===== src/rtl/uart_tx_sched.sv =====
// uart_tx_sched: round-robin scheduler sharing one UART among NCH full FIFOs.
// Define UART_TX_SCHED_CHECKSUM_EN to append an XOR checksum byte per frame.
module uart_tx_sched #(
   parameter int         NCH  = 4,
   parameter int         N    = 512,
   parameter logic [3:0] SYNC = 4'hA
) (
   input  logic             clk,
   input  logic             rst,
   input  logic [NCH-1:0]   full,
   input  logic [8*NCH-1:0] fifo_q,
   input  logic             txBusy,
   output logic [NCH-1:0]   oRdclk,
   output logic             oNewData,
   output logic [7:0]       oTxData,
   output logic [NCH-1:0]   oGrant,
   output logic             oBusy
);

   localparam int PW = (NCH > 1) ? $clog2(NCH) : 1;
   localparam int CW = $clog2(N + 1);

`ifdef UART_TX_SCHED_CHECKSUM_EN
   typedef enum logic [3:0] {
      S_IDLE, S_HDR, S_GUARD, S_TXW, S_RD,
      S_RW1, S_RW2, S_LAT, S_SEND, S_DONE, S_CSUM
   } state_t;
`else
   typedef enum logic [3:0] {
      S_IDLE, S_HDR, S_GUARD, S_TXW, S_RD,
      S_RW1, S_RW2, S_LAT, S_SEND, S_DONE
   } state_t;
`endif

   state_t           r_state;
   state_t           w_nstate;
   state_t           w_tail;

   logic [PW-1:0]    r_ptr;
   logic [PW-1:0]    r_gidx;
   logic [CW-1:0]    r_cnt;
   logic [NCH-1:0]   r_grant;
   logic [NCH-1:0]   r_rdclk;
   logic             r_busy;
   logic             r_newdata;
   logic [7:0]       r_txdata;

   logic [PW-1:0]    w_ptr_n;
   logic [PW-1:0]    w_gidx_n;
   logic [CW-1:0]    w_cnt_n;
   logic [NCH-1:0]   w_grant_n;
   logic [NCH-1:0]   w_rdclk_n;
   logic             w_busy_n;
   logic             w_newdata_n;
   logic [7:0]       w_txdata_n;

   logic             w_req;
   logic [PW-1:0]    w_sel;
   logic [PW-1:0]    w_cand;
   logic [NCH-1:0]   w_selhot;
   logic [7:0]       w_qbyte;
   logic             w_more;

   // Search starts just after the last owner so every requester gets a turn.
   always_comb begin
      w_req  = 1'b0;
      w_sel  = '0;
      w_cand = '0;
      for (int i = 1; i <= NCH; i++) begin
         w_cand = PW'((int'(r_ptr) + i) % NCH);
         if (!w_req && full[w_cand]) begin
            w_req = 1'b1;
            w_sel = w_cand;
         end
      end
   end

   always_comb begin
      w_selhot = '0;
      for (int k = 0; k < NCH; k++) begin
         w_selhot[k] = (w_sel == PW'(k));
      end
   end

   always_comb begin
      w_qbyte = '0;
      for (int k = 0; k < NCH; k++) begin
         if (r_gidx == PW'(k)) begin
            w_qbyte = fifo_q[8*k +: 8];
         end
      end
   end

   assign w_more = (r_cnt < CW'(N));

`ifdef UART_TX_SCHED_CHECKSUM_EN
   logic [7:0] r_acc;
   logic       r_csum_sent;
   logic [7:0] w_acc_n;
   logic       w_csum_sent_n;

   assign w_tail = r_csum_sent ? S_DONE : S_CSUM;

   // Accumulator follows every byte placed on oTxData, header first.
   always_comb begin
      w_acc_n       = r_acc;
      w_csum_sent_n = r_csum_sent;
      if (r_state == S_IDLE && w_req) begin
         w_acc_n       = w_txdata_n;
         w_csum_sent_n = 1'b0;
      end else if (r_state == S_LAT) begin
         w_acc_n = r_acc ^ w_qbyte;
      end else if (r_state == S_CSUM) begin
         w_csum_sent_n = 1'b1;
      end
   end

   always_ff @(posedge clk) begin
      if (rst) begin
         r_acc       <= '0;
         r_csum_sent <= 1'b0;
      end else begin
         r_acc       <= w_acc_n;
         r_csum_sent <= w_csum_sent_n;
      end
   end
`else
   assign w_tail = S_DONE;
`endif

   always_ff @(posedge clk) begin
      if (rst) begin
         r_state   <= S_IDLE;
         r_ptr     <= PW'(NCH - 1);
         r_gidx    <= '0;
         r_cnt     <= '0;
         r_grant   <= '0;
         r_rdclk   <= '0;
         r_busy    <= 1'b0;
         r_newdata <= 1'b0;
         r_txdata  <= '0;
      end else begin
         r_state   <= w_nstate;
         r_ptr     <= w_ptr_n;
         r_gidx    <= w_gidx_n;
         r_cnt     <= w_cnt_n;
         r_grant   <= w_grant_n;
         r_rdclk   <= w_rdclk_n;
         r_busy    <= w_busy_n;
         r_newdata <= w_newdata_n;
         r_txdata  <= w_txdata_n;
      end
   end

   always_comb begin
      w_nstate = r_state;
      unique case (r_state)
         S_IDLE:  if (w_req) w_nstate = S_HDR;
         S_HDR:   w_nstate = S_GUARD;
         S_GUARD: w_nstate = S_TXW;
         S_TXW: begin
            if (!txBusy) begin
               w_nstate = w_more ? S_RD : w_tail;
            end
         end
         S_RD:    w_nstate = S_RW1;
         S_RW1:   w_nstate = S_RW2;
         S_RW2:   w_nstate = S_LAT;
         S_LAT:   w_nstate = S_SEND;
         S_SEND:  w_nstate = S_GUARD;
         S_DONE:  w_nstate = S_IDLE;
`ifdef UART_TX_SCHED_CHECKSUM_EN
         S_CSUM:  w_nstate = S_SEND;
`endif
         default: w_nstate = S_IDLE;
      endcase
   end

   // Next values of the registered outputs; strobes default low.
   always_comb begin
      w_ptr_n     = r_ptr;
      w_gidx_n    = r_gidx;
      w_cnt_n     = r_cnt;
      w_grant_n   = r_grant;
      w_rdclk_n   = '0;
      w_busy_n    = r_busy;
      w_newdata_n = 1'b0;
      w_txdata_n  = r_txdata;
      unique case (r_state)
         S_IDLE: begin
            if (w_req) begin
               w_grant_n  = w_selhot;
               w_gidx_n   = w_sel;
               w_busy_n   = 1'b1;
               w_txdata_n = {SYNC, 4'(w_sel)};
               w_cnt_n    = '0;
            end
         end
         S_HDR, S_SEND: w_newdata_n = 1'b1;
         S_RD: begin
            w_rdclk_n = r_grant;
            w_cnt_n   = r_cnt + 1'b1;
         end
         S_LAT:  w_txdata_n = w_qbyte;
         S_DONE: begin
            w_ptr_n   = r_gidx;
            w_grant_n = '0;
            w_busy_n  = 1'b0;
         end
`ifdef UART_TX_SCHED_CHECKSUM_EN
         S_CSUM: w_txdata_n = r_acc;
`endif
         default: ;
      endcase
   end

   assign oRdclk   = r_rdclk;
   assign oNewData = r_newdata;
   assign oTxData  = r_txdata;
   assign oGrant   = r_grant;
   assign oBusy    = r_busy;

endmodule


===== config.mk =====
export PLATFORM = sky130hd
export DESIGN_NAME = uart_tx_sched
export DESIGN_NICKNAME = d
export VERILOG_FILES = /design/src/rtl/uart_tx_sched.sv
export SDC_FILE = /design/constraint.sdc
export NUM_CORES = 1
export LEC_CHECK = 0
export ABC_AREA = 1
export CORE_MARGIN = 2
export CORE_UTILIZATION = 25
export CTS_CLUSTER_SIZE = 30
export DETAILED_ROUTE_END_ITERATION = 10
export SLEW_MARGIN = 20
export SYNTH_ARGS = -nofsm -noshare
export SYNTH_HDL_FRONTEND = slang
export SYNTH_SLANG_ARGS = --single-unit

===== constraint.sdc =====
create_clock -name clk -period 1.65 [get_ports clk]
set_input_delay 0.165 -clock clk [delete_from_list [all_inputs] [get_ports clk]]
set_output_delay 0.165 -clock clk [all_outputs]
set_load 0.005 [all_outputs]

==> flow_results.org, run 1 <==
** Drt
- In this run the remaining antenna-violating nets after routing total 0.
- The detailed router finished its first iteration with 111 violations.
- Wirelength per Cell :: 11.15 µm
- Detailed routing placed a total of 419 µm of wire on met3.
- Total Wirelength :: 5.430 mm
- The routed layout has 2191 vias.
- Length of routed wiring on met1 :: 2.373 mm
- The first detailed-routing pass took 4 iterations.
- In the detailed route, the total length drawn on met2 is 2.545 mm.
- In this run the top signal layer used is met4.
- In the routed design, unresolved DRC markers number 0.
- Post-DR vias/cell :: 4.499

** Placement
- Placed wire-length estimate :: 4.033 mm
- Routability Congestion :: 0.8920
- Before CTS, the worst setup slack after placement is -124.0 ps.
- In this run the tool buffered the top-level ports with 56 buffer cells.

** STA
- Count of final hold-check violations :: 0
- The final max-slew violation count is 0.
- Setup slack on the critical path of the routed design comes to 51.00 ps.
- For the pin with the worst max-slew slack, the measured transition is 455.1 ps.
- Setup repair after global routing could not meet its margin everywhere.
- Final setup violation count :: 0
- In this run the tightest slew margin relative to its limit is 69.62%.
- After layout, the worst path uses 96.91% of the clock period.
- Setup TNS Final :: 0 ps
- The routed design could run at a clock period as short as 1599 ps.
- Maximum clock rate :: 625.4 MHz
- Across the routed clock network, the largest skew measured is 2.877 ps.

** Cells and area
- The library cells used most frequently in the layout, excluding fill and tap cells, are nand2_1 (76), clkdlybuf4s50_1 (56), inv_1 (41).
- Area used by multi-input combinational logic :: 0.001150 mm²
- Fill cells in the final layout number 832.
- Most common cell after layout, fill and taps aside :: nand2_1
- The post-route netlist has 16.36% of its cells at a drive strength greater than 1.
- Total area of sequential cells :: 728.2 µm²
- Net total in the final layout :: 424
- Synthesis-to-layout area growth :: 48.75%
- Count of inserted antenna diode cells :: 0

** Critical path
- The slowest stage of the critical path belongs to the cell dfxtp_4.
- Family with the most delay on the worst path :: simple AND/OR/NAND/NOR gates
- Endpoint arrival time on the critical path :: 1790 ps
- Required time of the critical path :: 1840 ps
- Startpoint Class :: flop
- Library cell appearing most often on the critical path :: nand2_2
- Cells along the critical path :: buf_6, nand2_2, nand2_2, nand2_2, nand2_4, nor2_4, nand3_4, nand2_4, inv_4, nor2_4, nand2_1, nand3_1, inv_1
- The number of buffers and inverters on the critical path is 3.
- Along the worst path, the maximum fanout reaches 5.
- Crit path largest cell delay :: 380 ps
- Crit end category :: flop
- Kind of critical path :: reg -> reg

** Job
- Count of max-cap constraint violations :: 0

** Power and ir drop
- In this run switching power makes up 27.41% of total power.
- In this run the power spent charging and discharging nets is 0.5524 mW.
- Power spread over the standard cell area amounts to 678.5 mW/mm².
- Leakage Power :: 1.249 nW
- Comb pwr share :: 22.4%
- Per report_power, the clock group accounts for 31.8% of the total.
- Sequential fraction of design power :: 45.8%
- Internal power comes to 1.463 mW.
- Worst IR drop on VDD :: 0.2700 mV

** Yosys
- In the synthesized netlist, the number of instances is 311.
- Synthesis warning total :: 0
- The synthesized design spends more area on one cell type than any other, namely dfxtp_1.
- Post-synthesis async set-or-reset flop share :: 0%
- Yosys attributes the largest share of cell area to dfxtp_1 (36%), nand2_1 (17%), inv_1 (8.1%).
- Top FF cell, synth :: dfxtp_1
- The number of nets in the synthesized netlist is 351.
- Share of the synthesized area in the top cell type :: 36.09%
- Portion of the post-synthesis area used by sequential elements :: 36.09%
- The synthesized design contains 36 register bits.
- After synthesis the cells add up to 0.001997 mm².
- Number of flops mapped to enable cells by yosys :: 0
- In this run the mean area of a mapped cell was 6.421 µm².
- Cell variety after synth :: 30

** Global routing
- Entering global routing, the biggest net connects 21 pins.
- Number of global-route vias before repair :: 2066
- All-Layer GR Usage :: 12.78%
- The first global-routing pass estimated 9.052 mm of wire.
- The total overflow left after global routing is 0.
- Number of antenna violations at the first check in global routing :: 0

** Die
- Die extent in x :: 93.38 µm
- The die covers 0.008719 mm².
- Core Box Area :: 0.007727 mm²
- The initial utilization of the core area, before any placement, comes to 25.84%.
- The initialized floorplan defines 32 standard-cell rows.
- I/O pins :: 57
- Height of the chip :: 93.38 µm

** Clock tree
- Longest Clk Path Bufs :: 2
- CTS built an H-tree with a depth of 2.
- Clock sink total :: 36
- Insertion delay to the later sink of the worst-skew pair :: 290 ps
- TritonCTS clock tree :: yes
- Number of buffers created by CTS :: 5
- Clock Pin Slew Worst Setup and Hold Paths :: 70 ps
- The cell sitting at the root of the clock tree is a clkbuf_8.
- CTS Hold Buffers Added :: 0

** Run status
- Outcome :: completed

** Worst hold path
- Worst hold path type :: reg -> reg
==> final timing paths <==
| check | from | endpoint | slack (ps) | cells past startpoint |
|---|---|---|---|---|
| worst max-delay path | r_ptr[0]$_SDFFE_PP1P_ | oTxData[7]$_SDFFE_PP0P_ | 50 | 13 |
| worst min-delay path | oGrant[2]$_SDFFE_PP0P_ | oRdclk[2]$_SDFF_PP0_ | 440 | 2 |
| worst max register to register | r_ptr[0]$_SDFFE_PP1P_ | oTxData[7]$_SDFFE_PP0P_ | 50 | 13 |
| worst min register to register | oGrant[2]$_SDFFE_PP0P_ | oRdclk[2]$_SDFF_PP0_ | 440 | 2 |
==> cell type report <==
type                    instances  share of cell area, %
repair buffers                 72                  23.17
clock buffers                   6                  2.780
clock inverters                 2                 0.3370
multi-input cells             222                  38.71
flip-flops and latches         36                  24.52
well taps                     102                  4.297
inverters                      47                  6.192
==> worst register-to-register path, delay by kind of cell (launching register included) <==
kind | cells | cell delay [ps]
flip-flops | 1 | 380
buffers and inverters | 3 | 230
AND/OR/NAND/NOR | 10 | 900
==> stage by stage <==
step                std cells  power (mW)  area, µm²  util (%)  hold WS, ps
floorplan                 311       1.160       1997         -        366.1
global placement          475       1.364       2733     35.36        436.0
detailed placement        475       1.368       2733     35.36        435.5
CTS                       484       2.021       2843     36.79        446.2
global route              487       2.148       2970     38.44        463.2
finish                    487       2.015       2970     38.44        441.7
==> power by group through the flow <==
stage / combinational (mW) / clock, mW / sequential, mW
final: 0.452 / 0.641 / 0.922
after global routing: 0.505 / 0.715 / 0.927
after CTS: 0.432 / 0.665 / 0.924
after detailed placement: 0.422 / 0 / 0.946
after global placement: 0.418 / 0 / 0.946
after floorplan: 0.218 / 0 / 0.943
==> registers in the layout (all words and copies together), names as in the netlist <==
signal and cells:
oNewData 1, r_state 4, r_gidx 2, oGrant 4, r_ptr 2, oBusy 1
oTxData 8, oRdclk 4, r_cnt 10
==> synthesized netlist by cell type, types with 2 or more instances <==
library cell	instances
nand2_1	88
inv_1	43
dfxtp_1	36
nand3_1	30
a21oi_1	28
nor2_1	26
o21ai_0	17
nand4_1	5
o211ai_1	5
clkbuf_1	3
inv_2	3
nand2_2	3
nand3_2	3
nand3b_1	3
nor2_4	2
o22ai_1	2
==> kinds of logic (layout without fill, tap and decap cells) <==
group                      after synthesis  in the layout  share of synthesized area (%)
DFF                                     36             36                          36.09
buffers and inverters                   54            127                          11.34
adders and majority gates                1              1                         0.6265
AOI/OAI and AO/OA                       57             57                          15.54
and+or+nand+nor                        163            164                          36.40
==> metal layers <==
metal | track usage [%] | up-vias
met5 | 0 | -
met4 | 4.044 | 0
met3 | 3.465 | 7
met2 | 21.94 | 73
met1 | 15.47 | 958
li1 | - | 1153
==> what timing repair did <==
item / CTS / global route
setup buffers: 0 / 3
cloned: 1 / 0
pin swaps: 0 / 12
gates resized for setup: 3 / 36
endpoints found under the setup margin: 24 / 25
(Power assumes the default switching activity.)
==> run 2: changes to the inputs <==
--- a/config.mk
+++ b/config.mk
@@ -10,6 +10,7 @@
 export CORE_UTILIZATION = 25
 export CTS_CLUSTER_SIZE = 30
 export DETAILED_ROUTE_END_ITERATION = 10
+export HOLD_SLACK_MARGIN = 0.1
 export SLEW_MARGIN = 20
 export SYNTH_ARGS = -nofsm -noshare
 export SYNTH_HDL_FRONTEND = slang
==> results of run 2 <==
The final DEF is identical to that of run 1; final timing and power are the same.
==> run 3: changes to the inputs <==
--- a/config.mk
+++ b/config.mk
@@ -8,6 +8,7 @@
 export ABC_AREA = 1
 export CORE_MARGIN = 2
 export CORE_UTILIZATION = 25
+export CTS_CLUSTER_DIAMETER = 30
 export CTS_CLUSTER_SIZE = 30
 export DETAILED_ROUTE_END_ITERATION = 10
 export HOLD_SLACK_MARGIN = 0.1
==> results of run 3 <==
The final DEF is identical to that of run 1; final timing and power are the same.
